<file path="src/rtl/exec_sequencer.sv">
// Execution controller for the 8-bit MIPS datapath: turns step/run/halt controls into a one-clock dp_en.
// Optional macro BREAKPOINT_EN enables PC breakpoint halts in RUN.
module exec_sequencer #(
  parameter int unsigned RUN_DIV  = 4,
  parameter logic [3:0]  HALT_OPC = 4'hF,
  parameter int unsigned CNT_W    = 16
) (
  input  logic             clk,
  input  logic             rst,
  input  logic             step_req,
  input  logic             run_req,
  input  logic             halt_req,
  input  logic [7:0]       pc,
  input  logic [3:0]       opcode,
  input  logic [7:0]       bp_addr,
  input  logic             bp_valid,
  output logic             dp_en,
  output logic [1:0]       state,
  output logic             halted,
  output logic [CNT_W-1:0] instr_count
);

  // state | meaning
  // IDLE  | waiting for a step edge or a run request
  // STEP  | single-step pulse cycle, dp_en high
  // RUN   | free-run, one pulse per RUN_DIV clocks
  // HALT  | stopped on HALT_OPC or breakpoint, waits for step or run release
  typedef enum logic [1:0] {
    S_IDLE = 2'd0,
    S_STEP = 2'd1,
    S_RUN  = 2'd2,
    S_HALT = 2'd3
  } seq_state_t;

  localparam logic [7:0] TC_VAL = 8'(RUN_DIV - 1);

  seq_state_t cur;
  logic [7:0] div_cnt;
  logic       step_q;
  logic       step_rise;
  logic       tc;
  logic       stop_run;
  logic       bp_hit;
  logic       halt_hit;

  assign step_rise = step_req & ~step_q;
  assign tc        = (div_cnt == TC_VAL);
  assign stop_run  = halt_req | ~run_req;

`ifdef BREAKPOINT_EN
  assign bp_hit = bp_valid & (pc == bp_addr);
`else
  // Breakpoint inputs are intentionally left unused in this build.
  logic unused_bp;
  assign unused_bp = &{1'b0, pc, bp_addr, bp_valid};
  assign bp_hit    = 1'b0;
`endif

  assign halt_hit = (opcode == HALT_OPC) | bp_hit;
  assign state    = cur;

  always_ff @(posedge clk or negedge rst) begin
    if (!rst) begin
      cur         <= S_IDLE;
      dp_en       <= 1'b0;
      div_cnt     <= 8'd0;
      step_q      <= 1'b0;
      instr_count <= '0;
      halted      <= 1'b0;
    end else begin
      step_q      <= step_req;
      instr_count <= instr_count + CNT_W'(dp_en);
      dp_en       <= 1'b0;
      halted      <= 1'b0;
      case (cur)
        S_IDLE: begin
          // run wins over a coincident step edge; that edge is dropped
          if (run_req && !halt_req) begin
            cur     <= S_RUN;
            div_cnt <= 8'd0;
          end else if (step_rise) begin
            cur   <= S_STEP;
            dp_en <= 1'b1;
          end
        end
        S_STEP: begin
          cur <= S_IDLE;
        end
        S_RUN: begin
          if (stop_run) begin
            cur     <= S_IDLE;
            div_cnt <= 8'd0;
          end else if (tc && halt_hit) begin
            cur     <= S_HALT;
            halted  <= 1'b1;
            div_cnt <= 8'd0;
          end else if (tc) begin
            dp_en   <= 1'b1;
            div_cnt <= 8'd0;
          end else begin
            div_cnt <= div_cnt + 8'd1;
          end
        end
        S_HALT: begin
          // no auto-restart: holding run_req keeps us parked here
          if (step_rise) begin
            cur   <= S_STEP;
            dp_en <= 1'b1;
          end else if (!run_req) begin
            cur <= S_IDLE;
          end else begin
            halted <= 1'b1;
          end
        end
        default: begin
          cur <= S_IDLE;
        end
      endcase
    end
  end

endmodule

</file>
<file path="config.mk">
export PLATFORM = sky130hd
export DESIGN_NAME = exec_sequencer
export DESIGN_NICKNAME = d
export VERILOG_FILES = /design/src/rtl/exec_sequencer.sv
export SDC_FILE = /design/constraint.sdc
export NUM_CORES = 1
export LEC_CHECK = 0
export CORE_UTILIZATION = 48
export CTS_CLUSTER_SIZE = 16
export DETAILED_ROUTE_END_ITERATION = 10
export PLACE_DENSITY = 0.8
export SLEW_MARGIN = 20
export SYNTH_ARGS = -nofsm -noshare
export SYNTH_HDL_FRONTEND = slang
export SYNTH_SLANG_ARGS = --single-unit
</file>
<file path="constraint.sdc">
create_clock -name clk -period 3.35 [get_ports clk]
set_input_delay 0.67 -clock clk [delete_from_list [all_inputs] [get_ports clk]]
set_output_delay 0.67 -clock clk [all_outputs]
set_load 0.01 [all_outputs]
</file>
Word level (Yosys, flattened, before mapping)
Cells that the tools add are included. W data, S select, Z words.

Add/subtract/negate cells: 2. Multiply operators: 0. Div/mod/pow operators: 0. $lt $le $gt $ge: 0. Eq/ne operators: 9. Shifts and indexed selects: 0. Multiplexer cells: 23. Bitwise logic cells: 4. Reductions and logical operators: 7.

Operator list (count): $mux W8 (4); $add A16 B1 Y16 (1); $pmux W8 S2 (1); $mux W2 (6); $mux W1 (9); $ne A3 B3 Y1 const B (3); $add A8 B1 Y8 const B (1); $eq A8 B2 Y1 const B (1); $pmux W2 S4 (1); $eq A2 B2 Y1 const B (2); $eq A4 B4 Y1 const B (1); $pmux W1 S3 (1); $reduce_and A3 Y1 (1); $eq A2 B1 Y1 const B (1); $logic_and A1 B1 Y1 (2); $logic_not A2 Y1 (1); $ne A2 B2 Y1 const B (1); $not A1 Y1 (2); $pmux W1 S2 (1); $reduce_and A2 Y1 (1); $reduce_bool A2 Y1 (1); $and A1 B1 Y1 (1); $logic_not A1 Y1 (1); $or A1 B1 Y1 (1).

Flip-flop bits (word level): 29. Latch bits: 0. Bits in writable memories: 0. ROM bits: 0. Input port bits: 26. Output and inout bits: 20. Logic and storage cells: 51. Memories kept: 0.

Longest topological paths before layout
Depth in word-level cells: 5. Depth in mapped cells: 6. Mapped depth without buffers: 6.

Worst setup path before layout
No wires, ideal clock.

Path kind: flip-flop to flip-flop. From: register div_cnt[0]. To: register div_cnt[0]. Setup time: 0.125 ns. Data arrival time: 1.513 ns. Data required time: 3.225 ns. Setup slack: 1.712 ns. Stages on the path, launching flop included: 5. Buffers on the path: 0. Clock period less this slack: 1.638 ns. Path through: dfrtp_1 ha_1 or4b_4 o21a_4 mux2_2.

Longest elaborated chain between the ends: 5. Elaborated cells on any way between the ends: 7. Classes of those cells: add/sub (1); eq/ne (1); mux (4); reduce/logical (1).

RTL lines: from (decl) (RTL line 38) `logic [7:0] div_cnt;`; from (signal assigned) (RTL line 101) `div_cnt <= div_cnt + 8'd1;`; $add A8 B1 Y8 / $eq A8 B2 Y1 (equally long branches) (RTL line 101, 47); $mux W8 / $logic_and A1 B1 Y1 (equally long branches) (RTL line 97, 93); $mux W8 * (RTL line 93) `end else if (tc && halt_hit) begin`; $mux W8 * (RTL line 90) `if (stop_run) begin`; $pmux W8 S2 * (RTL line 75) `case (cur)`.

Mark *: on every way between the ends. The rest lies on a longest branch, timed or not. A chain may end at the register's enable or synchronous reset.

Worst setup path after layout
From: register cur[0], in the netlist state[0]. To: output state[0].

RTL lines: from (decl) (RTL line 37) `seq_state_t cur;`; from (signal assigned) (RTL line 64) `cur <= S_IDLE;`; from (signal assigned) (RTL line 79) `cur <= S_RUN;`; from (signal assigned) (RTL line 82) `cur <= S_STEP;`; to (decl) (RTL line 18) `output logic [1:0] state,`.

No word-level cell between the ends.

==> impl_metrics.toml <==
[global_route]
overflow = 0
grt_pass1_wl_um = 4153
grt_pass1_vias = 991
grt_max_degree = 30
antenna_found_initial = 0
track_usage = 0.2013

[setup_path]
crit_chain = "clkdlybuf4s50_1"
crit_required_ns = 2.68
regToRegEndpoint = "div_cnt[7]$_DFFE_PN0P_"
crit_family = "buffers and inverters"
r2r-start = "div_cnt[0]$_DFFE_PN0P_"
cpMaxStageDelayCell = "clkdlybuf4s50_1"
critPathMaxFanout = 11
worst_path_largest_cell_delay_ns = 0.60
cp-start-kind = "flop"
end_kind = "primary output"
critical_path_class = "reg -> out"
r2r_cells = 5
worstPathArrival_ns = 1.48
crit_buf_inv = 1
r2r_setup_slack_ns = 1.58

[synthesis]
synthCells = 122
syn_nets = 151
synth_cell_types = 34
async_flop_share = 1.000
synth-seq-area-share = 0.5370
synth-edff-count = 0
avgSynthCellArea_sq_um = 11.08
synth-seq-cells = 29
netlist_area_sq_mm = 0.001351
yosys_warnings = 0
synthFlopType = "dfrtp_1"

[clock_tree]
cts.sinks = 29
postCtsSetupRepairBufs = 0
path_clk_slew_ns = 0.10
clockBufferDepth = 2
clk_latency_ns = 0.34
cts_buffers = 5
cts_tree = "done"
htreeDepth = 2
cts-root-buf = "clkbuf_4"
postCtsHoldBufs = 0
cts_resized = 0

[hold_path]
hold_path_class = "reg -> reg"
min_path_cells = 1
hp-start = "instr_count[15]$_DFF_PN0_"
hold_end = "instr_count[15]$_DFF_PN0_"

[run_status]
status = "finished, final reports clean"

[floorplanning]
coreArea_sq_mm = 0.002567
dieWidth_um = 55.06
rows = 18
die_y_um = 55.06
die_area_sq_mm = 0.003032
start_util = 0.5263
ioPinCount = 46

[detailed_routing]
ant_nets = 0
wirelength_um = 2581
via_per_inst = 5.754
dr.pass1.iters = 4
first_iter_violations = 19
routedWlPerCell_um = 13.80
drc_errors = 0
vias = 1076

[sta]
hold_viol = 0
clock-skew-final_ns = 0.01677
rsz0062_at_grt = "no"
setup_tns_ns = 0
finalCriticalPeriod_ns = 2.148
timing.final.crit_share = 0.6411
max_slew_margin = 0.6326
setup_violations = 0
worstMarginPinSlew_ns = 0.5461
drv_slew = 0
fmax_ghz = 0.4656

[cells_and_area]
stdcell_area_sq_mm = 0.001720
areaGrowthSynthToFinish_pct = 27.31
final_util = 0.6701
num-fill-cells = 208
n_antenna_cell = 0
nets = 185
drive_above_1_share = 0.1019

[placed_design]
place_area_sq_mm = 0.001669
io_buffers = 28
gp_congestion = 0.8202
hpwl_um = 1847

[pwr]
vdd_drop_max_uv = 383.7
leakagePower_uw = 0.0007386
p_per_area_mw_per_mm2 = 457.0

[run]
cap_violations = 0
where the power goes:
part	switching, uW	leakage [uW]	total, uW	internal (uW)
combinational	60.3	0.000314	149	88.2
clock	127	0.0000320	206	79.8
sequential	46.9	0.000392	431	384
flip-flops by register name, indices dropped and copies added, names as in the netlist:
name,flops
instr_count,16
div_cnt,8
state,2
dp_en,1
step_q,1
halted,1
metal layers:
metal	GRT usage	up-vias	routed length [um]
met1	0.2290	508	1114
met4	0.1000	0	80
met3	0.07650	14	172
li1	-	507	-
met2	0.3293	47	1215
met5	0	-	0
cells by family (layout without fill, tap and decap cells):
kind of cell,after synthesis,count (layout),share of synthesized area
and+or+nand+nor,49,49,0.2065
DFF,29,29,0.5370
adders and majority gates,3,3,0.02778
buffers and inverters,4,39,0.01112
AOI/OAI and AO/OA,19,19,0.09814
xor gates and xnor gates,16,16,0.1037
muxes,2,2,0.01574
cell usage after synthesis, types with 2 or more instances:
cell	number	area, sq um
a21oi_1	3	15.01
a22o_1	2	17.52
a31oi_1	4	25.02
and3_1	2	12.51
and3_2	2	15.01
clkbuf_1	2	7.510
dfrtp_1	29	725.7
ha_1	3	37.54
inv_1	2	7.510
nand2_1	7	26.28
nand2b_1	3	18.77
nand3_1	11	55.05
nand4_1	4	25.02
nor2_1	8	30.03
nor2b_1	3	18.77
nor4_1	2	12.51
o21ai_0	4	20.02
xnor2_1	12	105.1
xor2_1	4	35.03
how the worst max path moves through the flow:
| stage | from | end | slack [ns] | cells past startpoint |
|---|---|---|---|---|
| 6_report | state[0]$_DFFE_PN0P_ | state[0] | 1.20 | 1 |
| 4_1_cts | state[0]$_DFFE_PN0P_ | state[0] | 1.18 | 1 |
| 3_5_place_dp | halt_req | div_cnt[7]$_DFFE_PN0P_ | 1.21 | 5 |
| 2_1_floorplan | div_cnt[0]$_DFFE_PN0P_ | div_cnt[0]$_DFFE_PN0P_ | 1.71 | 4 |
| 3_3_place_gp | halt_req | div_cnt[7]$_DFFE_PN0P_ | 1.29 | 5 |
| 5_1_grt | state[0]$_DFFE_PN0P_ | state[0] | 1.13 | 1 |
layout make-up:
cell class                 count  area (sq um)  share of cell area
multi-input combinational     89         610.6              0.3549
clock buffer                   6         41.29             0.02400
timing repair buffer          29         287.8              0.1673
sequential                    29         725.7              0.4218
tap                           30         37.54             0.02182
clock inverter                 2         10.01            0.005818
inverter                       2         7.507            0.004364
metrics by stage:
step | power [uW] | std cells | hold slack [ns] | setup WS (ns)
finish | 786.2 | 187 | 0.4767 | 1.202
global route | 822.3 | 187 | 0.5095 | 1.131
CTS | 795.0 | 187 | 0.4831 | 1.185
detailed placement | 588.9 | 179 | 0.4657 | 1.210
global placement | 580.5 | 179 | 0.4634 | 1.295
floorplan | 487.5 | 122 | 0.3744 | 1.712
placed cells by master (no fill, tap or decap), drive strengths merged, types with 4 or more instances in the layout:
master          n
a31oi           4
and3            4
clkbuf          6
clkdlybuf4s50  28
dfrtp          29
nand2           7
nand3          11
nand4           4
nor2            8
o21ai           5
xnor2          12
xor2            4
No activity file was read; power rests on OpenSTA's default activity.
